==> config.mk <==
export PLATFORM = sky130hd
export DESIGN_NAME = instr_fetch
export DESIGN_NICKNAME = d
export VERILOG_FILES = /design/src/rtl/instr_fetch_pkg.sv /design/src/rtl/fetch_timeout_cnt.sv /design/src/rtl/instr_fetch.sv
export SDC_FILE = /design/constraint.sdc
export NUM_CORES = 1
export LEC_CHECK = 0
export ABC_AREA = 1
export CAP_MARGIN = 20
export CORE_MARGIN = 2
export CORE_UTILIZATION = 37
export CTS_CLUSTER_SIZE = 14
export DETAILED_ROUTE_END_ITERATION = 8
export HOLD_SLACK_MARGIN = 0.03
export PLACE_DENSITY = 0.74
export REMOVE_ABC_BUFFERS = 1
export SLEW_MARGIN = 20
export SYNTH_ARGS = -nofsm -noshare
export SYNTH_HDL_FRONTEND = slang
export SYNTH_HIERARCHICAL = 1
export SYNTH_SLANG_ARGS = --single-unit
==> constraint.sdc <==
create_clock -name clk -period 1.45 [get_ports clk]
set_clock_uncertainty 0.05 [all_clocks]
set_input_delay 0.3625 -clock clk [delete_from_list [all_inputs] [get_ports clk]]
set_output_delay 0.3625 -clock clk [all_outputs]
set_load 0.02 [all_outputs]
==> src/rtl/instr_fetch_pkg.sv <==
// Shared types for the fetch stage and the multi-cycle control FSM it feeds.
package instr_fetch_pkg;

   // Control FSM states; the fetch stage only acts while the FSM sits in FETCH.
   typedef enum logic [2:0] {
      FETCH     = 3'd0,
      DECODE    = 3'd1,
      EXECUTE   = 3'd2,
      MEMORY    = 3'd3,
      WRITEBACK = 3'd4
   } state_t;

   // RV32I major opcodes (instr[6:0]) used by the control FSM for branching.
   typedef enum logic [6:0] {
      OP_LOAD   = 7'b0000011,
      OP_I_TYPE = 7'b0010011,
      OP_AUIPC  = 7'b0010111,
      OP_STORE  = 7'b0100011,
      OP_R_TYPE = 7'b0110011,
      OP_LUI    = 7'b0110111,
      OP_BRANCH = 7'b1100011,
      OP_JALR   = 7'b1100111,
      OP_JAL    = 7'b1101111
   } opcode_t;

   // Internal fetch sequencer states.
   typedef enum logic [2:0] {
      F_IDLE = 3'd0,
      F_REQ  = 3'd1,
      F_WAIT = 3'd2,
      F_DONE = 3'd3,
      F_ERR  = 3'd4
   } fetch_state_t;

   // Reported fault cause; the encoding is visible on the fault_cause port.
   typedef enum logic [1:0] {
      FF_NONE     = 2'd0,
      FF_MISALIGN = 2'd1,
      FF_BUSERR   = 2'd2,
      FF_TIMEOUT  = 2'd3
   } fetch_fault_t;

   // addi x0, x0, 0 -- the instruction register holds this out of reset.
   localparam logic [31:0] NOP_INSTR = 32'h0000_0013;

   // Major opcode field of an instruction word.
   function automatic opcode_t get_opcode(input logic [31:0] ins);
      return opcode_t'(ins[6:0]);
   endfunction

endpackage

==> src/rtl/fetch_timeout_cnt.sv <==
// Wait-cycle counter for the fetch stage. Cleared when a request is granted,
// counts every enabled cycle, and flags the TIMEOUT-th enabled cycle as the
// terminal cycle (tc). It holds at the terminal value rather than wrapping.
module fetch_timeout_cnt
   import instr_fetch_pkg::*;
#(
   parameter int TIMEOUT = 255,
   parameter int CNT_W   = $clog2(TIMEOUT + 1)
) (
   input  logic clk,
   input  logic rst,
   input  logic clr,
   input  logic en,
   output logic tc
);

   logic [CNT_W-1:0] cnt_q;
   logic [CNT_W-1:0] cnt_d;

   // The counter reads 0 in the first wait cycle, so TIMEOUT-1 marks the last one.
   assign tc = en && (cnt_q == CNT_W'(TIMEOUT - 1));

   // Next count: clear wins, otherwise step while enabled and not terminal.
   always_comb begin
      cnt_d = cnt_q;
      if (clr) begin
         cnt_d = '0;
      end else if (en && !tc) begin
         cnt_d = cnt_q + CNT_W'(1);
      end
   end

   // Count register with synchronous reset.
   always_ff @(posedge clk) begin
      if (rst) begin
         cnt_q <= '0;
      end else begin
         cnt_q <= cnt_d;
      end
   end

endmodule

==> src/rtl/instr_fetch.sv <==
// Instruction fetch stage. While the control FSM is in FETCH it reads one
// word from instruction memory and latches it into the instruction register,
// then pulses state_finish for one cycle.
// Memory handshake: imem_req/imem_addr are held stable from the first request
// cycle until the cycle imem_gnt is sampled high (the transfer). The response
// arrives later as a single imem_rvalid cycle; imem_rdata and imem_err are
// only meaningful in that cycle, and an rvalid in the grant cycle is ignored.
// Misaligned PCs, bus errors and response timeouts park the stage in a sticky
// fault state that only rst leaves.
module instr_fetch
   import instr_fetch_pkg::*;
#(
   parameter int ADDR_W  = 32,
   parameter int TIMEOUT = 255,
   parameter int CNT_W   = $clog2(TIMEOUT + 1)
) (
   input  logic              clk,
   input  logic              rst,
   input  state_t            now_state,
   input  logic [ADDR_W-1:0] pc,
   output logic              imem_req,
   output logic [ADDR_W-1:0] imem_addr,
   input  logic              imem_gnt,
   input  logic              imem_rvalid,
   input  logic [31:0]       imem_rdata,
   input  logic              imem_err,
   output logic [31:0]       instr,
   output opcode_t           opcode,
   output logic              state_finish,
   output logic              fetch_fault,
   output logic [1:0]        fault_cause
);

   fetch_state_t      state_q, state_d;
   logic [ADDR_W-1:0] addr_q, addr_d;
   logic [31:0]       instr_q, instr_d;
   fetch_fault_t      cause_q, cause_d;

   logic cnt_clr;
   logic cnt_en;
   logic cnt_tc;

   // The wait counter restarts on the grant and runs only while awaiting data.
   assign cnt_clr = (state_q == F_REQ) && imem_gnt;
   assign cnt_en  = (state_q == F_WAIT);

   fetch_timeout_cnt #(
      .TIMEOUT (TIMEOUT),
      .CNT_W   (CNT_W)
   ) u_timeout_cnt (
      .clk (clk),
      .rst (rst),
      .clr (cnt_clr),
      .en  (cnt_en),
      .tc  (cnt_tc)
   );

   // Next-state, datapath updates and state-decoded outputs.
   always_comb begin
      state_d      = state_q;
      addr_d       = addr_q;
      instr_d      = instr_q;
      cause_d      = cause_q;
      imem_req     = 1'b0;
      imem_addr    = addr_q;
      state_finish = 1'b0;
      fetch_fault  = 1'b0;
      fault_cause  = cause_q;
      instr        = instr_q;
      opcode       = get_opcode(instr_q);

      case (state_q)
         F_IDLE: begin
            if (now_state == FETCH) begin
               addr_d = pc;
               if (pc[1:0] != 2'b00) begin
                  state_d = F_ERR;
                  cause_d = FF_MISALIGN;
               end else begin
                  state_d = F_REQ;
               end
            end
         end
         F_REQ: begin
            imem_req = 1'b1;
            if (imem_gnt) begin
               state_d = F_WAIT;
            end
         end
         F_WAIT: begin
            // A response in the terminal cycle still counts as on time.
            if (imem_rvalid) begin
               if (imem_err) begin
                  state_d = F_ERR;
                  cause_d = FF_BUSERR;
               end else begin
                  instr_d = imem_rdata;
                  state_d = F_DONE;
               end
            end else if (cnt_tc) begin
               state_d = F_ERR;
               cause_d = FF_TIMEOUT;
            end
         end
         F_DONE: begin
            // The control FSM leaves FETCH on this edge, so idle is safe.
            state_finish = 1'b1;
            state_d      = F_IDLE;
         end
         F_ERR: begin
            fetch_fault = 1'b1;
         end
         default: begin
            state_d = F_IDLE;
         end
      endcase
   end

   // State and datapath registers with synchronous reset.
   always_ff @(posedge clk) begin
      if (rst) begin
         state_q <= F_IDLE;
         addr_q  <= '0;
         instr_q <= NOP_INSTR;
         cause_q <= FF_NONE;
      end else begin
         state_q <= state_d;
         addr_q  <= addr_d;
         instr_q <= instr_d;
         cause_q <= cause_d;
      end
   end

endmodule

Word-level counts from Yosys, hierarchy flattened

Cells that the tools add are included.
W data, S select, Z words.

Bits in registers: 77
Bits in latches: 0
RAM bits: 0
Bits in read-only memories: 0
Input bits: 72
Output and inout port bits: 76
Logic and storage cells: 47
Memories kept: 0

Add/sub/neg operators: 1
Multipliers: 0
Divide/modulo/power cells: 0
Magnitude comparators: 0
Eq/ne operators: 10
Shift operators: 0
Multiplexer cells: 16
Bitwise gates (word level): 2
Reductions and logical operators: 13

Operators with widths:

| cell                  | number |
|---|---|
| $mux W3               | 6 |
| $pmux W3 S4           | 1 |
| $mux W2               | 5 |
| $add A8 B1 Y8 const B | 1 |
| $eq A8 B8 Y1 const B  | 1 |
| $eq A3 B2 Y1 const B  | 2 |
| $logic_not A3 Y1      | 2 |
| $ne A2 B2 Y1 const B  | 3 |
| $ne A3 B3 Y1 const B  | 2 |
| $reduce_and A5 Y1     | 1 |
| $pmux W2 S2           | 1 |
| $reduce_and A4 Y1     | 1 |
| $reduce_bool A2 Y1    | 2 |
| $eq A3 B1 Y1 const B  | 1 |
| $eq A3 B3 Y1 const B  | 1 |
| $logic_and A1 B1 Y1   | 3 |
| $mux W1               | 3 |
| $reduce_and A3 Y1     | 1 |
| $not A1 Y1            | 2 |
| $reduce_and A2 Y1     | 1 |
| $reduce_or A2 Y1      | 1 |
| $logic_not A1 Y1      | 1 |

Logic depth before layout (Yosys ltp)

Gate-level depths: netlist of run 1.

Depth in word-level cells: 5
Mapped depth: 12
Mapped depth without buffers: 12

Cells and area by module

Netlist of run 1, hierarchy kept.

Modules (own cells, without submodules):

| module            | times used | cells an instance | area an instance (um2) | sequential area each (um2) |
|---|---|---|---|---|
| instr_fetch       | 1          | 345               | 2768.9                 | 1381.3 |
| fetch_timeout_cnt | 1          | 70                | 481.7                  | 160.2 |

Worst setup path after synthesis of run 1

Ideal clock, no wire load.

Path kind: reg2reg
Start: register state_q[2]
End: register cause_q[0], in the netlist fault_cause[0]
Setup time: 0.064 ns
Arrival time: 1.476 ns
Required time: 1.336 ns
Path slack: -0.140 ns
Stages on the path, launching flop included: 11
Period minus slack after synthesis: 1.590 ns
Path through: dfxtp_1 nor2_2 nand2_1 inv_1 inv_1 nor2_1 nor2_1 nand3_1 nand3_1 nor2b_1 nor2_1

Longest elaborated chain between the ends: 4
Elaborated cells between the ends (all ways): 10
Those cells by class: eq/ne: 5; mux: 1; reduce/logical: 4

Ends and longest elaborated chain:

| element                            | line                    | text |
|---|---|---|
| start: declaration                 | instr_fetch.sv:34       | `fetch_state_t state_q, state_d;` |
| start signal: assignment           | instr_fetch.sv:127      | `state_q <= state_d;` |
| $eq A3 B2 Y1                       | instr_fetch.sv:45       | `assign cnt_en = (state_q == F_WAIT);` |
| $logic_and A1 B1 Y1                | fetch_timeout_cnt.sv:21 | `assign tc = en && (cnt_q == CNT_W'(TIMEOUT - 1));` |
| net cnt_tc                         | instr_fetch.sv:41       | `logic cnt_tc;` |
| $ne A3 B3 Y1 (no source line)      | n/a                     |  |
| $reduce_and A5 Y1 (no source line) | n/a                     |  |
| end signal: assignment             | instr_fetch.sv:130      | `cause_q <= cause_d;` |
| end: declaration                   | instr_fetch.sv:37       | `fetch_fault_t cause_q, cause_d;` |

The timed path passes the listed nets, and every way through them passes these cells.
A chain may end at the register's enable or synchronous reset.

Final worst setup path of run 1

Start: register state_q[0]
End: output port state_finish

Longest elaborated chain between the ends: 2

Ends and longest elaborated chain:

| element          | line              | text |
|---|---|---|
| $eq A3 B2 Y1     | instr_fetch.sv:72 | `case (state_q)` |
| $mux W1          | instr_fetch.sv:72 |  |
| end: declaration | instr_fetch.sv:29 | `output logic state_finish,` |

No other way between the ends.

==> qor.yml, run 1 <==
cells_and_area:
  layout.nets: 665
  fillerInstances: 754
  final_cells: 704
  multi_input_area_sq_um: 1490
  sequential_cell_area_sq_um: 1560
  syn2layout_area_growth_pct: 61.7
  share_of_post_route_cells_with_drive_strength_above_1: 0.307
  antenna-diode-count: 0
setup_path:
  reg2reg_from: "u_timeout_cnt/cnt_q[0]"
  critical_path.reg2reg.endpoint: "state_q[1]"
  path_cells: "inv_2 -> nor3_2 -> buf_4"
  critical_path_class: "flip-flop to primary output"
  critPathRequiredTime_ns: 1.04
  worst_path_largest_cell_delay_ns: 0.40
  cp.arrival_ns: 1.10
  setup.worst_path.start_class: "flip-flop"
  r2r.worst_path.cells: 12
  critical_path.slowest_cell: "dfxtp_4"
  critPathCaptureType: "primary output"
  timing.critical_path.fanout_max: 4
  reg2reg_setup_slack_ns: -0.05
synth:
  synth_area_per_cell_sq_um: 7.83
  yosys.area.top_type: "dfxtp_1"
  yosysTopAreaCellShare: 0.474
  syn-instance-count: 415
  post_synth_main_area_contributors: "dfxtp_1 47%, nor2_1 13%, nor2_2 6.0%"
  synthDistinctLibCells: 30
  ys_ff_latch: 77
  yosysWarningCount: 6
  synth_sequential_area_ratio: 0.474
  synth_area_sq_um: 3250
routing:
  final_antenna_net_count: 0
  drt_iter0_drc: 105
  route.detailed.wl_per_inst_microns: 13.2
  drc: 0
  detailroute.via_count: 3286
  drt-pass1-iter-count: 4
  wirelength_microns: 9270
  vias_per_cell: 4.67
worst_hold_path:
  holdCritPathClass: "flip-flop to flip-flop"
  worst_hold_path.num_cells: 2
  hold_end: "instr[23]"
  holdCritStartpoint: "instr[23]"
power:
  irDropWorstVdd_mv: 0.465
  finalPower_uw: 4560
  power_leakage_uw: 0.00223
  cellPowerDensity_nw_per_um2: 868
run_status:
  status: "finished, violations left"
  violations: "negative setup slack"
clock_tree:
  clockBufferDepth: 2
  path_clk_slew_ns: 0.08
  cts_buffers: 9
  cts.sinks: 77
  cts_root_buffer: "clkbuf_8"
  clk-insertion-delay-late_ns: 0.35
  hold_buffers: 0
  tritoncts: "built"
  h_tree_level_count: 3
timing:
  rsz0062_at_grt: "true"
  max_freq_mhz: 662
  slew_viol_final: 0
  final_worst_path_period_need_ns: 1.51
  final-setup-viol-count: 7
  layout_worst_path_cycle_share: 1.04
  worst_slew_margin_rel: 0.799
  max_slew.worst_pin.slew_ns: 0.298
  layout_setup_ws_ns: -0.0615
  final_hold_violation_count: 0
global_route:
  maximum_number_of_pins_on_one_net_before_global_route_repair: 38
  antenna_found_initial: 0
  first_global_vias: 3253
  grt_first_pass_wirelength_microns: 14700
  globalRouteOverflowTotal: 0
  globalRouteTotalUtil: 0.185
job:
  drv.max_cap_violation_count: 0
place:
  dp_cells: 682
  global_placement_routability_congestion: 0.806
  hpwlAfterDp_microns: 6230
  place.port_buffers: 147
floorplan:
  fp.dieH_microns: 97.7
  placeableCoreArea_sq_um: 8640
  die_x_microns: 97.7
  rows: 34
  ioPinCount: 148
  initial_utilization: 0.376
  die-area_sq_um: 9550
==> metrics by stage <==
step,utilization,cell area [sq um],setup WS [ns],hold slack [ns],TNS [ns]
4_1_cts,0.607,5250,-0.0889,0.434,-0.253
6_report,0.609,5260,-0.0615,0.429,-0.258
2_1_floorplan,-,3040,-0.537,0.382,-18.61
5_1_grt,0.609,5260,-0.120,0.459,-1.68
3_5_place_dp,0.576,4980,-0.473,0.419,-27.49
3_3_place_gp,0.576,4980,-0.396,0.411,-24.98
==> registers in the layout, summed over array words and instances, names as in the netlist <==
register             count
imem_addr               32
u_timeout_cnt/cnt_q      8
state_q                  3
instr                   32
fault_cause              2
==> what timing repair did <==
action                                  CTS  global route
endpoints found under the setup margin  143           108
pin swaps                                 7            10
setup buffers                             3             0
resized for setup                       184            78
gates cloned                              0             3
==> layout by cell type, fill, tap and decap left out, types with 2 or more instances in the layout <==
cell             netlist  routed
nand3_2                1       2
clkbuf_16              0       2
nor2_1               109     104
clkdlybuf4s15_1        0      24
o21ai_0               36      32
o21ai_1               28      32
nand2_4                3       3
a21oi_1                8       7
buf_2                  2       2
nor2_2                31      32
buf_12                 0       3
nand4_1                6       6
inv_1                 22      15
clkdlybuf4s15_2        0      15
clkbuf_8               0       9
nand3_4                0       3
dfxtp_4                0       3
clkinv_2               1       2
clkdlybuf4s50_1        0      71
nand3_1               13       9
nor2_4                 3       7
dfxtp_2                0       2
inv_6                  0       3
clkbuf_2               2      31
buf_4                  7      35
buf_6                  9       7
xnor2_1                2       2
inv_2                  2       8
dfxtp_1               77      72
nand2_1               34      33
nand2_2                3       4
==> area by class of cell <==
type / count / share of cell area
inverters: 27 / 0.0231
flip-flops and latches: 77 / 0.296
multi-input cells: 284 / 0.283
well taps: 108 / 0.0257
repair buffers: 192 / 0.335
clock inverters: 6 / 0.0131
clock buffers: 10 / 0.0243
==> cell families (layout without fill, tap and decap cells) <==
group,count (synthesis),after routing,synth area share
and+or+nand+nor,207,207,0.301
DFF,77,77,0.474
AOI/OAI and AO/OA,72,72,0.111
buffers and inverters,54,235,0.0982
xor gates and xnor gates,3,3,0.00808
adders and majority gates,2,2,0.00770
==> power breakdown <==
part / total (uW) / internal [uW] / switching (uW)
clock network: 1630 / 811 / 816
registers: 2220 / 2180 / 40.9
logic: 719 / 376 / 343
total: 4560 / 3360 / 1200
==> layer usage <==
layer  up-vias  share of wire  GRT usage
met2       116           0.50      0.312
met3        19          0.062     0.0458
li1       1669              -          -
met5         -              0          0
met1      1482           0.42      0.222
met4         0          0.025     0.0855
==> critical path: cells and delay by family (launching register included) <==
family / cells / cell delay (ns)
buf+inv: 2 / 0.22
flops: 1 / 0.40
simple gates: 1 / 0.14
==> cells in the mapped netlist <==
cell / instances
nand4_4: 1
ha_1: 2
xnor2_1: 2
a21oi_1: 8
inv_1: 22
nand2_1: 34
nand3_2: 1
nor3_4: 1
nor2_4: 3
clkinv_2: 1
nand2_2: 3
nor2b_1: 1
clkbuf_2: 2
dfxtp_1: 77
nor3_1: 1
o21ai_1: 28
nand3_1: 13
inv_4: 2
inv_2: 2
buf_8: 1
buf_4: 7
xor2_1: 1
nand2_4: 3
buf_6: 9
nand4_1: 6
nor2_2: 31
o21ai_0: 36
clkbuf_1: 6
buf_2: 2
nor2_1: 109
==> worst max-delay path by stage <==
stage,start,end,depth (start not counted)
floorplan,now_state[1],imem_addr[15],6
global placement,now_state[1],imem_addr[25],7
detailed placement,now_state[0],imem_addr[24],7
CTS,state_q[0],imem_req,4
global route,state_q[0],state_finish,3
finish,state_q[0],state_finish,3
(Power assumes the default switching activity.)
==> inputs of run 2 (changes only) <==
- ABC_AREA: 1 -> unset
- CORE_UTILIZATION: 37 -> 36
- PLACE_DENSITY: 0.74 -> 0.73
==> qor.yml, run 2 <==
run_status:
  status: "finished, violations left"
  violations: "negative setup slack"
routing:
  drt_iter0_drc: 99  # -5.7%
  drt-pass1-iter-count: 4  # unchanged
  wl_met3_microns: 631  # +9.5%
  drc: 0  # unchanged
  met2_length_microns: 6160  # +34%
  detailroute.via_count: 3479  # +5.9%
  top_signal_layer_used: "met4"
  route.detailed.wl_per_inst_microns: 17.3  # +31%
  drt-met1-wl_microns: 4670  # +21%
  final_antenna_net_count: 0  # unchanged
  wirelength_microns: 11800  # +27%
  vias_per_cell: 5.12  # +9.6%
place:
  detailed_place.area_sq_um: 4750  # -4.6%
  place.port_buffers: 147  # unchanged
  dp_cells: 633  # -7.2%
  post-place-ws_ns: -0.486  # -0.0135 ns
  global_placement_routability_congestion: 0.884  # +9.6%
  hpwlAfterDp_microns: 6390  # +2.6%
timing:
  worst_slew_margin_rel: 0.509  # -0.290
  final_worst_path_period_need_ns: 1.77  # +0.261 ns
  max_freq_mhz: 564  # -15%
  rsz0062_at_grt: "true"
  layout_setup_ws_ns: -0.323  # -0.261 ns
  finalHoldWorstSlack_ns: 0.285  # -0.144 ns
  slew_viol_final: 0  # unchanged
  final_hold_violation_count: 0  # unchanged
  max_slew.worst_pin.slew_ns: 0.737  # +0.439 ns
  final-setup-viol-count: 80  # +73
  layout_worst_path_cycle_share: 1.22  # +0.180
clock_tree:
  tritoncts: "built"
  cts_root_buffer: "clkbuf_8"
  hold_buffers: 0  # unchanged
  h_tree_level_count: 3  # unchanged
  clk-insertion-delay-late_ns: 0.34  # about the same
  cts.sinks: 77  # unchanged
  path_clk_slew_ns: 0.08  # about the same
  cts_buffers: 9  # unchanged
  clockBufferDepth: 2  # unchanged
synth:
  synth_sequential_area_ratio: 0.509  # +0.0351
  post_synth_main_area_contributors: "dfxtp_1 51%, nand2_1 17%, a21oi_1 11%"
  yosysWarningCount: 6  # unchanged
  ys_ff_latch: 77  # unchanged
  synth_most_common_cell: "nand2_1"
  synth-edff-count: 0  # unchanged
  syn-instance-count: 377  # -9.2%
  synth_area_per_cell_sq_um: 8.03  # +2.5%
  yosysTopAreaCellShare: 0.509  # +0.0351
  synthDistinctLibCells: 42  # +40%
  yosys.area.top_type: "dfxtp_1"
  async_flop_share: 0  # unchanged
  synthTopCellsByCount: "137 x nand2_1, 77 x dfxtp_1, 68 x a21oi_1"
  ys.flop_type: "dfxtp_1"
  synth_area_sq_um: 3030  # -6.9%
cells_and_area:
  final_cells: 680  # -3.4%
  final_cell_mix: "73 x dfxtp_1, 69 x nand2_4, 67 x clkdlybuf4s50_1"
  postLayoutCellArea_sq_um: 6160  # +17%
  antenna-diode-count: 0  # unchanged
  share_of_post_route_cells_with_drive_strength_above_1: 0.563  # +0.256
  fillerInstances: 552  # -27%
  syn2layout_area_growth_pct: 104
  leading_cell_type_in_the_layout_fill_and_taps_excluded: "dfxtp_1"
  layout.nets: 645  # -3.0%
floorplan:
  rows: 33  # -2.9%
  ioPinCount: 148  # unchanged
  initial_utilization: 0.370  # -0.00620
  die_x_microns: 95.7  # -2.1%
  placeableCoreArea_sq_um: 8180  # -5.3%
  die-area_sq_um: 9160  # -4.1%
  fp.dieH_microns: 95.7  # -2.1%
setup_path:
  critPathRequiredTime_ns: 1.63  # +0.59 ns
  setup.worst_path.start_class: "flip-flop"
  cp.arrival_ns: 1.95  # +0.85 ns
  critical_path_class: "flip-flop to flip-flop"
  reg2reg_from: "u_timeout_cnt/cnt_q[0]"
  timing.critical_path.fanout_max: 3  # -1
  critical_path.most_common_cell: "and3_4"
  critPathCaptureType: "flip-flop"
  path_cells: "inv_2 -> ha_4 -> and3_4 -> and3_4 -> or3_4 -> o211ai_2 -> mux2_4"
  r2r.worst_path.cells: 7  # -5
  worst_path_largest_cell_delay_ns: 0.34  # -0.06 ns
  reg2reg_setup_slack_ns: -0.32  # -0.27 ns
  critical_path.slowest_cell: "or3_4"
  critical_path.reg2reg.endpoint: "fault_cause[0]"
worst_hold_path:
  worst_hold_path.num_cells: 2  # unchanged
  holdCritStartpoint: "rst"
  holdCritPathClass: "input pin to flip-flop"
  hold_end: "state_q[2]"
global_route:
  globalRouteTotalUtil: 0.215  # +0.0300
  maximum_number_of_pins_on_one_net_before_global_route_repair: 45  # +18%
  first_global_vias: 3202  # -1.6%
  grt_first_pass_wirelength_microns: 15100  # +3.1%
  antenna_found_initial: 0  # unchanged
  globalRouteOverflowTotal: 0  # unchanged
power:
  power_leakage_uw: 0.00262  # +17%
  irDropWorstVdd_mv: 0.418  # -10%
  cellPowerDensity_nw_per_um2: 808  # -6.9%
job:
  drv.max_cap_violation_count: 0  # unchanged
run 2: worst max-delay path by stage:
stage	to	slack (ns)	start	cells after the start
floorplan	fault_cause[0]	-0.51	u_timeout_cnt/cnt_q[0]	7
global placement	fault_cause[0]	-0.43	u_timeout_cnt/cnt_q[0]	7
detailed placement	fault_cause[0]	-0.49	u_timeout_cnt/cnt_q[0]	7
CTS	fault_cause[0]	-0.31	u_timeout_cnt/cnt_q[0]	7
global route	fault_cause[1]	-0.36	state_q[1]	7
finish	fault_cause[0]	-0.32	u_timeout_cnt/cnt_q[0]	7
run 2: cell families after synthesis:
| group | after synthesis | synth area share |
|---|---|---|
| AO/OA/AOI/OAI | 88 | 0.162 |
| adder cells (fa/ha/maj) | 2 | 0.00827 |
| buffers and inverters | 36 | 0.0682 |
| flip-flops | 77 | 0.509 |
| multiplexers | 2 | 0.00703 |
| AND/OR/NAND/NOR | 172 | 0.246 |
run 2: stage by stage:
stage / TNS (ns) / util / power [uW]
3_5_place_dp: -26.46 / 0.581 / 2870
4_1_cts: -10.06 / 0.663 / 4740
3_3_place_gp: -24.36 / 0.581 / 2860
5_1_grt: -15.32 / 0.754 / 5150
2_1_floorplan: -24.87 / - / 2440
6_report: -12.22 / 0.754 / 4980
run 2: final cells by class:
class                      instances  area (sq um)  area share
clock inverter                     4          72.6      0.0118
timing repair buffer             213          1990       0.323
inverter                           6          27.5     0.00447
multi-input combinational        264          2240       0.364
clock buffer                      11           141      0.0229
tap                              105           131      0.0213
sequential                        77          1550       0.252
run 2: per-layer routing:
layer,vias to the layer above,track usage
met5,-,0
li1,1645,-
met1,1688,0.253
met2,122,0.379
met3,24,0.0462
met4,0,0.0857
run 2: power breakdown:
part / total, uW / leakage (uW) / switching (uW) / internal [uW]
Clock: 1770 / 0.000105 / 769 / 1010
Sequential: 2220 / 0.000625 / 53.7 / 2160
Combinational: 986 / 0.00189 / 461 / 525
run 2: repair_timing:
action                                  CTS  global route
setup buffers                            18            10
endpoints found under the hold margin     0             0
endpoints found under the setup margin  153           144
gates cloned                              6             3
pin swaps                                19           136
gates resized for setup                 180           331
run 2: worst max-delay path: cells and delay by family, from the launching register on:
kind / cells / cell delay (ns)
DFF: 1 / 0.33
buffers and inverters: 1 / 0.05
AOI/OAI and AO/OA: 1 / 0.10
adders and majority gates: 1 / 0.15
muxes: 1 / 0.32
and+or+nand+nor: 3 / 0.65
==> inputs of run 3 (changes only) <==
- CAP_MARGIN: 20 -> unset
- CORE_UTILIZATION: 36 -> 56
- DONT_BUFFER_PORTS: unset -> 1
- GPL_ROUTABILITY_DRIVEN: unset -> 0
- PLACE_DENSITY: 0.73 -> 0.72
==> qor.yml, run 3 (synthesis gave the netlist of run 2 again) <==
clock_tree:
  tritoncts: "built"
  cts_buffers: 9  # unchanged
  clk-insertion-delay-late_ns: 0.35  # about the same
  cts.sinks: 77  # unchanged
  path_clk_slew_ns: 0.09  # about the same
  cts_root_buffer: "clkbuf_8"
  clockBufferDepth: 2  # unchanged
  h_tree_level_count: 3  # unchanged
global_route:
  globalRouteTotalUtil: 0.274  # +0.0595
  grt_first_pass_wirelength_microns: 13000  # -14%
  globalRouteOverflowTotal: 0  # unchanged
  antenna_found_initial: 0  # unchanged
  first_global_vias: 2716  # -15%
  maximum_number_of_pins_on_one_net_before_global_route_repair: 54  # +20%
setup_path:
  path_cells: "buf_6 -> or3_1 -> o22ai_1 -> o211ai_4 -> buf_4 -> a31o_1"
  r2r.worst_path.cells: 6  # -1
  critical_path_class: "flip-flop to flip-flop"
  setup.worst_path.start_class: "flip-flop"
  reg2reg_from: "state_q[2]"
  cp.arrival_ns: 2.09  # +0.14 ns
  timing.critical_path.fanout_max: 6  # +3
  reg2reg_setup_slack_ns: -0.44  # -0.12 ns
  critical_path.slowest_cell: "or3_1"
  worstSetupEndpoint: "fault_cause[1]"
  critPathRequiredTime_ns: 1.65  # +0.02 ns
  worst_path_largest_cell_delay_ns: 0.41  # +0.07 ns
  crit_path_launch: "state_q[2]"
  critPathCaptureType: "flip-flop"
  critical_path.reg2reg.endpoint: "fault_cause[1]"
floorplan:
  placeableCoreArea_sq_um: 5170  # -37%
  fp.dieH_microns: 77.5  # -19%
  initial_utilization: 0.585  # +0.215
  ioPinCount: 148  # unchanged
  die_x_microns: 77.5  # -19%
  rows: 26  # -21%
  die-area_sq_um: 6010  # -34%
routing:
  final_antenna_net_count: 0  # unchanged
  vias_per_cell: 6.00  # +17%
  drc: 0  # unchanged
  drt_iter0_drc: 143  # +44%
  route.detailed.wl_per_inst_microns: 21.7  # +25%
  wirelength_microns: 10500  # -10%
  drt-pass1-iter-count: 5  # +1
  detailroute.via_count: 2920  # -16%
timing:
  max_freq_mhz: 529  # -6.2%
  layout_worst_path_cycle_share: 1.30  # +0.0801
  final_worst_path_period_need_ns: 1.89  # +0.116 ns
  fin_setup_tns_ns: -14.51  # -2.28 ns
  max_slew.worst_pin.slew_ns: 0.813  # +0.0761 ns
  rsz0062_at_grt: "true"
  layout_setup_ws_ns: -0.439  # -0.116 ns
  final-setup-viol-count: 51  # -36%
  final_hold_violation_count: 0  # unchanged
  slew_viol_final: 0  # unchanged
  finalHoldWorstSlack_ns: 0.0490  # -0.236 ns
  worst_slew_margin_rel: 0.456  # -0.0525
place:
  place.port_buffers: 0  # -100%
  hpwlAfterDp_microns: 4770  # -25%
  dp_cells: 447  # -29%
cells_and_area:
  antenna-diode-count: 0  # unchanged
  sequential_cell_area_sq_um: 1550  # -0.48%
  leading_cell_type_in_the_layout_fill_and_taps_excluded: "nand2_1"
  syn2layout_area_growth_pct: 46.3
  final_cells: 487  # -28%
  final_cell_mix: "93 x nand2_1, 73 x dfxtp_1, 35 x nand2_4"
  final_util: 0.856  # +0.102
  share_of_post_route_cells_with_drive_strength_above_1: 0.444  # -0.120
  multi_input_area_sq_um: 1910  # -15%
  fillerInstances: 270  # -51%
  layout.nets: 486  # -25%
power:
  power_leakage_uw: 0.00172  # -34%
  irDropWorstVdd_mv: 0.661  # +58%
  cellPowerDensity_nw_per_um2: 986  # +22%
worst_hold_path:
  holdCritPathClass: "input pin to flip-flop"
run_status:
  violations: "negative setup slack"
  status: "finished, violations left"
job:
  drv.max_cap_violation_count: 0  # unchanged
run 3: changes by cell type in the layout (fill, tap and decap cells not counted), sizes merged, moves of 3 or more:
cell | before | now
dlygate4sd2 | 3 | 0
clkdlybuf4s15 | 18 | 0
clkdlybuf4s50 | 67 | 0
buf | 67 | 45
dlygate4sd3 | 0 | 5
clkbuf | 68 | 15
run 3: power by group:
group          switching [uW]  total [uW]  internal (uW)
sequential               93.4        2260           2170
combinational             230         422            192
clock                     838        1690            847
run 3: area by class of cell:
| cell class | instances | share of cell area |
|---|---|---|
| Multi-Input combinational cell | 264 | 0.431 |
| Clock inverter | 5 | 0.0133 |
| Tap cell | 70 | 0.0198 |
| Clock buffer | 11 | 0.0319 |
| Inverter | 6 | 0.00622 |
| Sequential cell | 77 | 0.349 |
| Timing Repair Buffer | 54 | 0.149 |
run 3: per-stage QoR:
stage	worst slack, ns	cell area (sq um)	power (uW)
2_1_floorplan	-0.514	2840	2440
3_3_place_gp	-0.404	3210	2530
3_5_place_dp	-0.425	3210	2540
4_1_cts	-0.339	3880	4200
5_1_grt	-0.456	4430	4490
6_report	-0.439	4430	4370
run 3: how the worst min path moves through the flow:
stage | start | to | depth (start not counted)
after floorplan | rst | imem_addr[0] | 1
after global placement | rst | imem_addr[1] | 1
after detailed placement | rst | imem_addr[16] | 1
after CTS | rst | imem_addr[10] | 1
after global routing | rst | instr[22] | 1
final | rst | imem_addr[20] | 1
run 3: repair_timing:
action | in CTS | in global routing
hold buffers | 2 | 3
setup endpoints to repair | 77 | 61
pin swaps | 42 | 51
cloned | 3 | 5
setup buffers | 9 | 6
endpoints found under the hold margin | 12 | 12
gates resized for setup | 82 | 106
run 3: routing by layer:
metal | routed length [microns] | global-route usage
met4 | 326 | 0.145
met5 | 0 | 0
met2 | 5580 | 0.470
met1 | 3890 | 0.311
met3 | 748 | 0.0744
run 3: worst max-delay path: cells and delay by family (launching register included):
kind	cells	cell delay [ns]
and+or+nand+nor	1	0.41
AOI/OAI and AO/OA	3	0.66
DFF	1	0.35
buffers and inverters	2	0.31
